### src/rtl/norm_div_if.sv
// Handshake bundle for the normalization stage: input vector/denominator and normalized output.
interface norm_div_if #(
  parameter int unsigned Col    = 8,
  parameter int unsigned BwPsum = 20,
  parameter int unsigned SumBw  = 24,
  parameter int unsigned Obw    = 12
) ();
  logic                  in_valid;
  logic                  in_ready;
  logic [Col*BwPsum-1:0] psum_in;
  logic [SumBw-1:0]      sum_in;
  logic                  out_valid;
  logic                  out_ready;
  logic [Col*Obw-1:0]    norm_out;
  logic                  div_zero;

  modport master (
    output in_valid, psum_in, sum_in, out_ready,
    input  in_ready, out_valid, norm_out, div_zero
  );

  modport slave (
    input  in_valid, psum_in, sum_in, out_ready,
    output in_ready, out_valid, norm_out, div_zero
  );
endinterface

### src/rtl/norm_div.sv
// Normalizes a vector of signed psums by a shared denominator using one sequential
// restoring divider, one quotient bit per cycle, elements processed back to back.
module norm_div #(
  parameter int unsigned Col    = 8,
  parameter int unsigned BwPsum = 20,
  parameter int unsigned SumBw  = 24,
  parameter int unsigned Frac   = 8,
  parameter int unsigned Obw    = 12
) (
  input  logic       clk,
  input  logic       reset,
  norm_div_if.slave  bus
);
  localparam int unsigned Dw   = BwPsum + Frac;
  localparam int unsigned IdxW = (Col > 1) ? $clog2(Col) : 1;
  localparam int unsigned CntW = $clog2(Dw);
  localparam logic [Dw-1:0] MaxPos = Dw'(2 ** (Obw - 1) - 1);

  typedef enum logic [1:0] {StIdle, StDiv, StDone} state_e;

  state_e            r_state;
  logic [BwPsum-1:0] r_psum [Col];
  logic [SumBw-1:0]  r_sum;
  logic [IdxW-1:0]   r_idx;
  logic [CntW-1:0]   r_cnt;
  logic [SumBw:0]    r_rem;
  logic [Dw-1:0]     r_quot;
  logic [Obw-1:0]    r_norm [Col];
  logic              r_div_zero;
  logic              r_in_ready;
  logic              r_out_valid;

  logic [BwPsum-1:0] w_elem;
  logic [BwPsum-1:0] w_mag;
  logic [Dw-1:0]     w_dividend;
  logic [CntW-1:0]   w_bit_sel;
  logic [SumBw:0]    w_trial;
  logic              w_qbit;
  logic [SumBw:0]    w_rem_next;
  logic [Dw-1:0]     w_quot_next;
  logic [Obw-1:0]    w_sat;
  logic [Obw-1:0]    w_result;
  logic              w_last_bit;

  always_comb begin
    w_elem      = r_psum[r_idx];
    // Two's-complement negate in BwPsum-bit unsigned space keeps -2^(BwPsum-1) exact.
    w_mag       = w_elem[BwPsum-1] ? (~w_elem + 1'b1) : w_elem;
    w_dividend  = {w_mag, {Frac{1'b0}}};
    w_bit_sel   = CntW'(Dw - 1) - r_cnt;
    w_trial     = {r_rem[SumBw-1:0], w_dividend[w_bit_sel]};
    // The remainder never reaches bit SumBw; folding it in keeps the test honest.
    w_qbit      = r_rem[SumBw] || (w_trial >= {1'b0, r_sum});
    w_rem_next  = w_qbit ? (w_trial - {1'b0, r_sum}) : w_trial;
    w_quot_next = {r_quot[Dw-2:0], w_qbit};
    w_sat       = (w_quot_next > MaxPos) ? MaxPos[Obw-1:0] : w_quot_next[Obw-1:0];
    w_result    = w_elem[BwPsum-1] ? (~w_sat + 1'b1) : w_sat;
    w_last_bit  = (r_cnt == CntW'(Dw - 1));
  end

  always_ff @(posedge clk or posedge reset) begin
    if (reset) begin
      r_state     <= StIdle;
      r_sum       <= '0;
      r_idx       <= '0;
      r_cnt       <= '0;
      r_rem       <= '0;
      r_quot      <= '0;
      r_div_zero  <= 1'b0;
      r_in_ready  <= 1'b1;
      r_out_valid <= 1'b0;
      for (int i = 0; i < Col; i++) begin
        r_psum[i] <= '0;
        r_norm[i] <= '0;
      end
    end else begin
      unique case (r_state)
        StIdle: begin
          if (bus.in_valid && r_in_ready) begin
            for (int i = 0; i < Col; i++) begin
              r_psum[i] <= bus.psum_in[i*BwPsum +: BwPsum];
              r_norm[i] <= '0;
            end
            r_sum      <= bus.sum_in;
            r_div_zero <= (bus.sum_in == '0);
            r_idx      <= '0;
            r_cnt      <= '0;
            r_rem      <= '0;
            r_quot     <= '0;
            r_in_ready <= 1'b0;
            if (bus.sum_in == '0) begin
              r_state     <= StDone;
              r_out_valid <= 1'b1;
            end else begin
              r_state <= StDiv;
            end
          end
        end
        StDiv: begin
          r_rem  <= w_rem_next;
          r_quot <= w_quot_next;
          r_cnt  <= r_cnt + 1'b1;
          if (w_last_bit) begin
            r_norm[r_idx] <= w_result;
            r_rem         <= '0;
            r_quot        <= '0;
            r_cnt         <= '0;
            if (r_idx == IdxW'(Col - 1)) begin
              r_state     <= StDone;
              r_out_valid <= 1'b1;
            end else begin
              r_idx <= r_idx + 1'b1;
            end
          end
        end
        StDone: begin
          if (bus.out_ready) begin
            r_state     <= StIdle;
            r_out_valid <= 1'b0;
            r_in_ready  <= 1'b1;
          end
        end
        default: r_state <= StIdle;
      endcase
    end
  end

  assign bus.in_ready  = r_in_ready;
  assign bus.out_valid = r_out_valid;
  assign bus.div_zero  = r_div_zero;

  for (genvar g = 0; g < Col; g++) begin : g_pack
    assign bus.norm_out[g*Obw +: Obw] = r_norm[g];
  end
endmodule

### src/flat_wrapper.sv
// flat-port wrapper written by rule: the top's interface ports become plain ports
module norm_div_flat 
#(
  parameter int unsigned Col    = 8,
  parameter int unsigned BwPsum = 20,
  parameter int unsigned SumBw  = 24,
  parameter int unsigned Frac   = 8,
  parameter int unsigned Obw    = 12
)
  (clk, reset, bus_in_valid, bus_psum_in, bus_sum_in, bus_out_ready, bus_in_ready, bus_out_valid, bus_norm_out, bus_div_zero);
  norm_div_if #(.Col(Col), .BwPsum(BwPsum), .SumBw(SumBw), .Obw(Obw)) bus_i ();
  input  logic clk;
  input  logic reset;
  input wire logic [$bits(bus_i.in_valid)-1:0] bus_in_valid;
  input wire logic [$bits(bus_i.psum_in)-1:0] bus_psum_in;
  input wire logic [$bits(bus_i.sum_in)-1:0] bus_sum_in;
  input wire logic [$bits(bus_i.out_ready)-1:0] bus_out_ready;
  output wire logic [$bits(bus_i.in_ready)-1:0] bus_in_ready;
  output wire logic [$bits(bus_i.out_valid)-1:0] bus_out_valid;
  output wire logic [$bits(bus_i.norm_out)-1:0] bus_norm_out;
  output wire logic [$bits(bus_i.div_zero)-1:0] bus_div_zero;
  assign bus_i.in_valid = bus_in_valid;
  assign bus_i.psum_in = bus_psum_in;
  assign bus_i.sum_in = bus_sum_in;
  assign bus_i.out_ready = bus_out_ready;
  assign bus_in_ready = bus_i.in_ready;
  assign bus_out_valid = bus_i.out_valid;
  assign bus_norm_out = bus_i.norm_out;
  assign bus_div_zero = bus_i.div_zero;
  norm_div #(.Col(Col), .BwPsum(BwPsum), .SumBw(SumBw), .Frac(Frac), .Obw(Obw)) u_core (.clk(clk), .reset(reset), .bus(bus_i));
endmodule
### config.mk
export PLATFORM = sky130hd
export DESIGN_NAME = norm_div_flat
export DESIGN_NICKNAME = d
export VERILOG_FILES = /design/src/rtl/norm_div_if.sv /design/src/rtl/norm_div.sv /design/src/flat_wrapper.sv
export SDC_FILE = /design/constraint.sdc
export NUM_CORES = 1
export LEC_CHECK = 0
export CORE_ASPECT_RATIO = 2
export CORE_UTILIZATION = 58
export DETAILED_ROUTE_END_ITERATION = 8
export HOLD_SLACK_MARGIN = 0.08
export PLACE_DENSITY = 0.94
export SKIP_LAST_GASP = 1
export SYNTH_ARGS = -nofsm -noshare
export SYNTH_HDL_FRONTEND = slang
export SYNTH_SLANG_ARGS = --single-unit
### constraint.sdc
create_clock -name clk -period 30.4 [get_ports clk]
set_clock_uncertainty 0.15 [all_clocks]
set_input_delay 4.56 -clock clk [delete_from_list [all_inputs] [get_ports clk]]
set_output_delay 4.56 -clock clk [all_outputs]
set_load 0.03 [all_outputs]
==> flow_metrics.env, run 1 <==
export IMPL_cp_arrival_ns=9.13
export IMPL_synth_compound_area_share=0.149
export IMPL_worstSetupPathType="register to register"
export IMPL_max_stage_delay_ns=1.05
export IMPL_tns_ns=0
export IMPL_cts_buffers=29
export IMPL_finalHoldViolCount=0
export IMPL_ctsResizeCount=0
export IMPL_overflow=0
export IMPL_slowest_stage="dfrtp_4"
export IMPL_outcome="finished, final reports clean"
export IMPL_clock_latency_ns=0.59
export IMPL_syn_cell_area_sq_um=16800
export IMPL_finalCritPeriodShare=0.290
export IMPL_die_w_um=122
export IMPL_yosysUniqueCellTypes=74
export IMPL_slew_headroom=0.190
export IMPL_timing_final_ws_setup_ns=21.58
export IMPL_path_max_fanout=71
export IMPL_htreeDepth=1
export IMPL_synth_flop_cell="dfrtp_1"
export IMPL_port_buffers=286
export IMPL_vias=15600
export IMPL_cts_setup_buffers=0
export IMPL_layout_drive_gt1_share=0.0560
export IMPL_gp_congestion=0.959
export IMPL_cap_violations=0
export IMPL_min_from="u_core.bus.norm_out[25]"
export IMPL_drc_errors=0
export IMPL_multiInputGateArea_sq_um=7630
export IMPL_final_seq_area_sq_um=8640
export IMPL_clock_path_buffers=3
export IMPL_worstReg2RegStart="u_core.r_idx[0]"
export IMPL_via_per_inst=6.33
export IMPL_hold_end="u_core.bus.norm_out[25]"
export IMPL_peakVddDrop_uv=45.1
export IMPL_synth_area_mux_share=0.0537
export IMPL_n_antenna_cell=0
export IMPL_netlist_instances=1853
export IMPL_die_h_um=243
export IMPL_power_density_nw_per_um2=41.7
export IMPL_first_pass_iters=8
export IMPL_setup_viol=0
export IMPL_start_util=0.594
export IMPL_row_count=87
export IMPL_dieArea_sq_um=29700
export IMPL_finalMaxSlewViolations=0
export IMPL_ant_nets=0
export IMPL_dp_slack_ns=21.77
export IMPL_synthToLayoutAreaGrowth_pct=23.9
export IMPL_fmax_mhz=113
export IMPL_core_region_area_sq_um=28300
export IMPL_syn_area_per_cell_sq_um=9.07
export IMPL_cts_hold_buf=0
export IMPL_cts_clk_slew_worst_paths_ns=0.07
export IMPL_worstHoldPathCells=2
export IMPL_layout_nets=2308
export IMPL_cts_sinks=345
export IMPL_crit_path_end_kind="register"
export IMPL_synth_seq_cells=345
export IMPL_synthAdderAreaFrac=0.0243
export IMPL_synth_top_family_by_area="simple AND/OR/NAND/NOR gates"
export IMPL_syn_num_nets=2073
export IMPL_yosysWarningCount=0
export IMPL_cts_tree="done"
export IMPL_grt_pass1_wl_mm=84.7
export IMPL_antenna_found_initial=0
export IMPL_tightestPinTransition_ns=1.21
export IMPL_required_ns=30.71
export IMPL_wl_per_cell_um=21.7
export IMPL_cpMostUsedCell="a21oi_1"
export IMPL_r2r_setup_slack_ns=21.58
export IMPL_grt_max_degree=142
export IMPL_n_fill_cell=1855
export IMPL_cp_start_kind="register"
export IMPL_hp_class="register to register"
export IMPL_yosys_area_share_simple=0.211
export IMPL_seq_area_frac_synth=0.514
export IMPL_wl_mm=53.6
export IMPL_synth_edff_count=0
export IMPL_critical_path_reg2reg_endpoint="u_core.bus.norm_out[58]"
export IMPL_track_usage=0.374
export IMPL_leakage_nw=10.2
export IMPL_dp_hpwl_mm=37.5
export IMPL_finalCriticalPeriod_ns=8.82
export IMPL_ioPinCount=287
export IMPL_synth_async_reset_ratio=1.00
export IMPL_grt_pass1_vias=16100
export IMPL_drt_iter0_markers=1397
export IMPL_rsz0062_at_grt="no"
export IMPL_cts_root_buf="clkbuf_16"
export IMPL_reg2regPathDepth=28
export IMPL_synth_xor_xnor_area_share=0.0135
where the power goes:
part / total, mW / leakage, nW / switching, mW / internal, mW
registers: 0.459 / 4.33 / 0 / 0.459
logic: 0.0349 / 5.45 / 0.0133 / 0.0215
clock network: 0.374 / 0.465 / 0.172 / 0.201
total: 0.868 / 10.2 / 0.186 / 0.682
layout by cell type, fill, tap and decap left out, drive strengths merged, types with 5 or more instances in the layout:
cell and count:
a211o 5, a21o 8, a21oi 62, a221o 15
a22o 53, a22oi 8, a31oi 9, and2 5
and3 7, buf 20, clkbuf 41, clkdlybuf4s50 286
clkinv 8, dfrtp 344, ha 31, inv 44
mux2 10, mux2i 29, mux4 22, nand2 651
nand2b 12, nand3 21, nand4 11, nor2 76
nor2b 7, nor3 30, nor4 15, o2111ai 5
o211ai 6, o21ai 158, o31ai 10, or3 6
xnor2 13, xor2 13
cell usage after synthesis (10+ instances only):
cell	count	area, sq um
a221o_1	15	150
nand4_1	11	68.8
o21ai_0	153	766
a22o_1	53	464
inv_1	40	150
nand3_1	21	105
dfrtp_1	344	8610
nor3_1	29	145
a21oi_1	62	310
nand2_1	651	2440
mux2i_1	29	290
xnor2_1	13	114
buf_2	14	70.1
clkbuf_1	80	300
nor4_1	13	81.3
nor2_1	76	285
nand2b_1	12	75.1
o31ai_1	10	75.1
ha_1	31	388
mux4_2	22	495
xor2_1	13	114
critical path, delay by kind of cell, from the launching register on:
family,cells,cell delay [ns]
adders and majority gates,2,0.54
muxes,1,0.15
buffers and inverters,1,0.35
DFF,1,1.05
AOI/OAI and AO/OA,12,3.20
and+or+nand+nor,12,3.22
per-layer routing:
metal | GRT usage | wire (um) | share of wire
met5 | 0 | 0 | 0
met3 | 0.0552 | 3580 | 0.067
met4 | 0.297 | 4970 | 0.093
met1 | 0.399 | 17100 | 0.32
met2 | 0.644 | 27900 | 0.52
registers in the layout, indices dropped and copies added, names as in the netlist:
register	flops
u_core.r_sum	24
u_core.bus.norm_out	96
u_core.r_state	2
u_core.r_cnt	5
u_core.r_rem	25
u_core.bus.in_ready	1
u_core.bus.out_valid	1
u_core.r_quot	27
u_core.r_psum	160
u_core.bus.div_zero	1
u_core.r_idx	3
layout make-up:
cell class	count	area share
sequential	345	0.415
multi-input combinational	1363	0.366
timing repair buffer	306	0.145
clock buffer	41	0.0404
tap	356	0.0214
inverter	43	0.00811
clock inverter	11	0.00451
worst max-delay path by stage:
stage,from,end,depth (start not counted)
6_report,u_core.r_idx[0],u_core.bus.norm_out[58],28
5_1_grt,u_core.r_idx[0],u_core.bus.norm_out[58],28
4_1_cts,u_core.r_idx[0],u_core.bus.norm_out[58],28
3_5_place_dp,u_core.r_idx[0],u_core.bus.norm_out[58],28
3_3_place_gp,u_core.r_idx[0],u_core.bus.norm_out[94],28
2_1_floorplan,reset,u_core.bus.div_zero,1
metrics by stage:
step           power [mW]  instances  instance area, sq um  utilization  hold slack (ns)
5_1_grt             0.889       2465                 20800        0.736            0.351
6_report            0.868       2465                 20800        0.736            0.334
3_5_place_dp        0.503       2413                 19900        0.703            0.315
4_1_cts             0.869       2465                 20800        0.736            0.332
3_3_place_gp        0.502       2413                 19900        0.703            0.303
2_1_floorplan       0.475       1853                 16800            -            0.288
logic make-up (layout without fill, tap and decap cells):
group	Yosys count	after routing
AO/OA/AOI/OAI	387	387
buffers and inverters	145	401
multiplexers	61	61
AND/OR/NAND/NOR	857	857
flip-flops	345	345
adder cells (fa/ha/maj)	32	32
XOR/XNOR	26	26
Note: power is estimated with default switching activity, not from simulation.
==> inputs of run 2 (changes only) <==
- CORE_UTILIZATION: 58 -> 54
- PLACE_DENSITY: 0.94 -> 0.89
- clock period: 30.4 -> 8.6 ns (I/O delays scaled with it)
==> flow_metrics.env, run 2 (same netlist as run 1, synthesis figures left out) <==
export IMPL_top_register="u_core.r_psum"
export IMPL_layout_common_cells="nand2_1, dfrtp_1, clkdlybuf4s50_1, o21ai_0, nor2_1"
export IMPL_fmax_mhz=123
export IMPL_first_pass_iters=8
export IMPL_cpMostUsedCell="a21oi_1"
export IMPL_layout_cells_non_filler=2489
export IMPL_cp_num_buf_inv=1
export IMPL_tightestPinTransition_ns=1.11
export IMPL_dp_slack_ns=0.610
export IMPL_finalCriticalPeriod_ns=8.10
export IMPL_drt_iter0_markers=1107
export IMPL_start_util=0.547
export IMPL_grt_max_degree=174
export IMPL_r2r_setup_slack_ns=0.50
export IMPL_synthToLayoutAreaGrowth_pct=25.2
export IMPL_hp_class="register to register"
export IMPL_dp_hpwl_mm=38.2
export IMPL_core_region_area_sq_um=30700
export IMPL_setup_viol=0
export IMPL_worstSetupPathType="register to register"
export IMPL_dieArea_sq_um=31900
export IMPL_slowest_stage="dfrtp_1"
export IMPL_final_seq_area_sq_um=8640
export IMPL_cts_root_buf="clkbuf_16"
export IMPL_slew_headroom=0.252
export IMPL_wl_mm=52.4
export IMPL_max_stage_delay_ns=0.68
export IMPL_n_fill_cell=2260
export IMPL_grt_pass1_vias=15300
export IMPL_critPathTopFamily="compound AO/OA/AOI/OAI gates"
export IMPL_clock_path_buffers=3
export IMPL_crit_path_end_kind="register"
export IMPL_ioPinCount=287
export IMPL_die_w_um=127
export IMPL_fin_util=0.685
export IMPL_required_ns=8.92
export IMPL_cts_sinks=345
export IMPL_overflow=0
export IMPL_layout_drive_gt1_share=0.0619
export IMPL_finalHoldViolCount=0
export IMPL_outcome="finished, final reports clean"
export IMPL_path_max_fanout=17
export IMPL_antenna_found_initial=1
export IMPL_clock_latency_ns=0.59
export IMPL_track_usage=0.331
export IMPL_wl_met3_mm=2.63
export IMPL_ant_nets=0
export IMPL_rsz0062_at_grt="no"
export IMPL_die_h_um=252
export IMPL_hold_worst_slack_ns=0.327
export IMPL_wl_met2_mm=27.9
export IMPL_port_buffers=286
export IMPL_wl_per_cell_um=21.0
export IMPL_cp_start_kind="register"
export IMPL_power_density_nw_per_um2=152
export IMPL_largest_reg_flops=160
export IMPL_drc_errors=0
export IMPL_cts_tree="done"
export IMPL_cts_buffers=29
export IMPL_met1_length_mm=17.6
export IMPL_peakVddDrop_uv=186
export IMPL_htreeDepth=1
export IMPL_timing_final_ws_setup_ns=0.500
export IMPL_layout_nets=2313
export IMPL_tns_ns=0
export IMPL_numPlacedInstances=2433
export IMPL_grt_pass1_wl_mm=81.4
export IMPL_multiInputGateArea_sq_um=7630
export IMPL_via_per_inst=6.10
export IMPL_leakage_nw=10.3
export IMPL_top_layer="met4"
export IMPL_layout_commonest_cell="nand2_1"
export IMPL_vias=15200
export IMPL_cts_clk_slew_worst_paths_ns=0.08
export IMPL_finalCritPeriodShare=0.942
export IMPL_cap_violations=0
export IMPL_finalMaxSlewViolations=0
export IMPL_row_count=91
export IMPL_cp_arrival_ns=8.42
export IMPL_gp_congestion=0.923
==> run 2: report_power, final <==
part	switching [mW]	internal (mW)	total [mW]
Combinational	0.0476	0.0766	0.124
Clock	0.647	0.813	1.46
Sequential	0	1.62	1.62
==> run 2: through the flow <==
| step | power, mW | area [sq um] |
|---|---|---|
| after floorplan | 1.68 | 16800 |
| after global placement | 1.78 | 20000 |
| after detailed placement | 1.78 | 20000 |
| after CTS | 3.22 | 21000 |
| after global routing | 3.29 | 21100 |
| final | 3.21 | 21100 |
==> run 2: cell type report <==
| type | instances | share of cell area |
|---|---|---|
| inverter | 43 | 0.00784 |
| timing repair buffer | 311 | 0.147 |
| antenna | 1 | 0.000119 |
| multi-input combinational | 1363 | 0.362 |
| clock buffer | 29 | 0.0345 |
| tap | 372 | 0.0221 |
| sequential | 345 | 0.410 |
| clock inverter | 25 | 0.0156 |
==> run 2: worst min-delay path, stage by stage (launching register included) <==
cell,delay (ns)
dfrtp_1,0.34
nand2_1,0.05
nand2_1,0.06
==> run 2: routing by layer <==
| layer | track usage | up-vias |
|---|---|---|
| li1 | - | 6853 |
| met1 | 0.353 | 7374 |
| met2 | 0.603 | 739 |
| met3 | 0.0339 | 223 |
| met4 | 0.243 | 0 |
| met5 | 0 | - |
==> run 2: final timing paths <==
path                                           end         startpoint  cells after the start
setup / recovery           u_core.bus.norm_out[10]    u_core.r_idx[1]                     29
hold / removal                   u_core.r_psum[41]  u_core.r_psum[41]                      2
setup reg to reg           u_core.bus.norm_out[10]    u_core.r_idx[1]                     29
hold reg to reg                  u_core.r_psum[41]  u_core.r_psum[41]                      2
max in group asynchronous        u_core.r_psum[64]              reset                      4
min in group asynchronous  u_core.bus.norm_out[29]              reset                      2
==> run 2: what timing repair did <==
action / in CTS / in global routing
hold buffers: 0 / 0
endpoints found under the setup margin: 0 / 8
buffers inserted: 0 / 1
resized for setup: 0 / 1
==> inputs of run 3 (changes only) <==
- SKIP_CTS_REPAIR_TIMING: not set -> 1
==> results of run 3 <==
No change in the layout: final DEF, timing and power equal those of run 2.
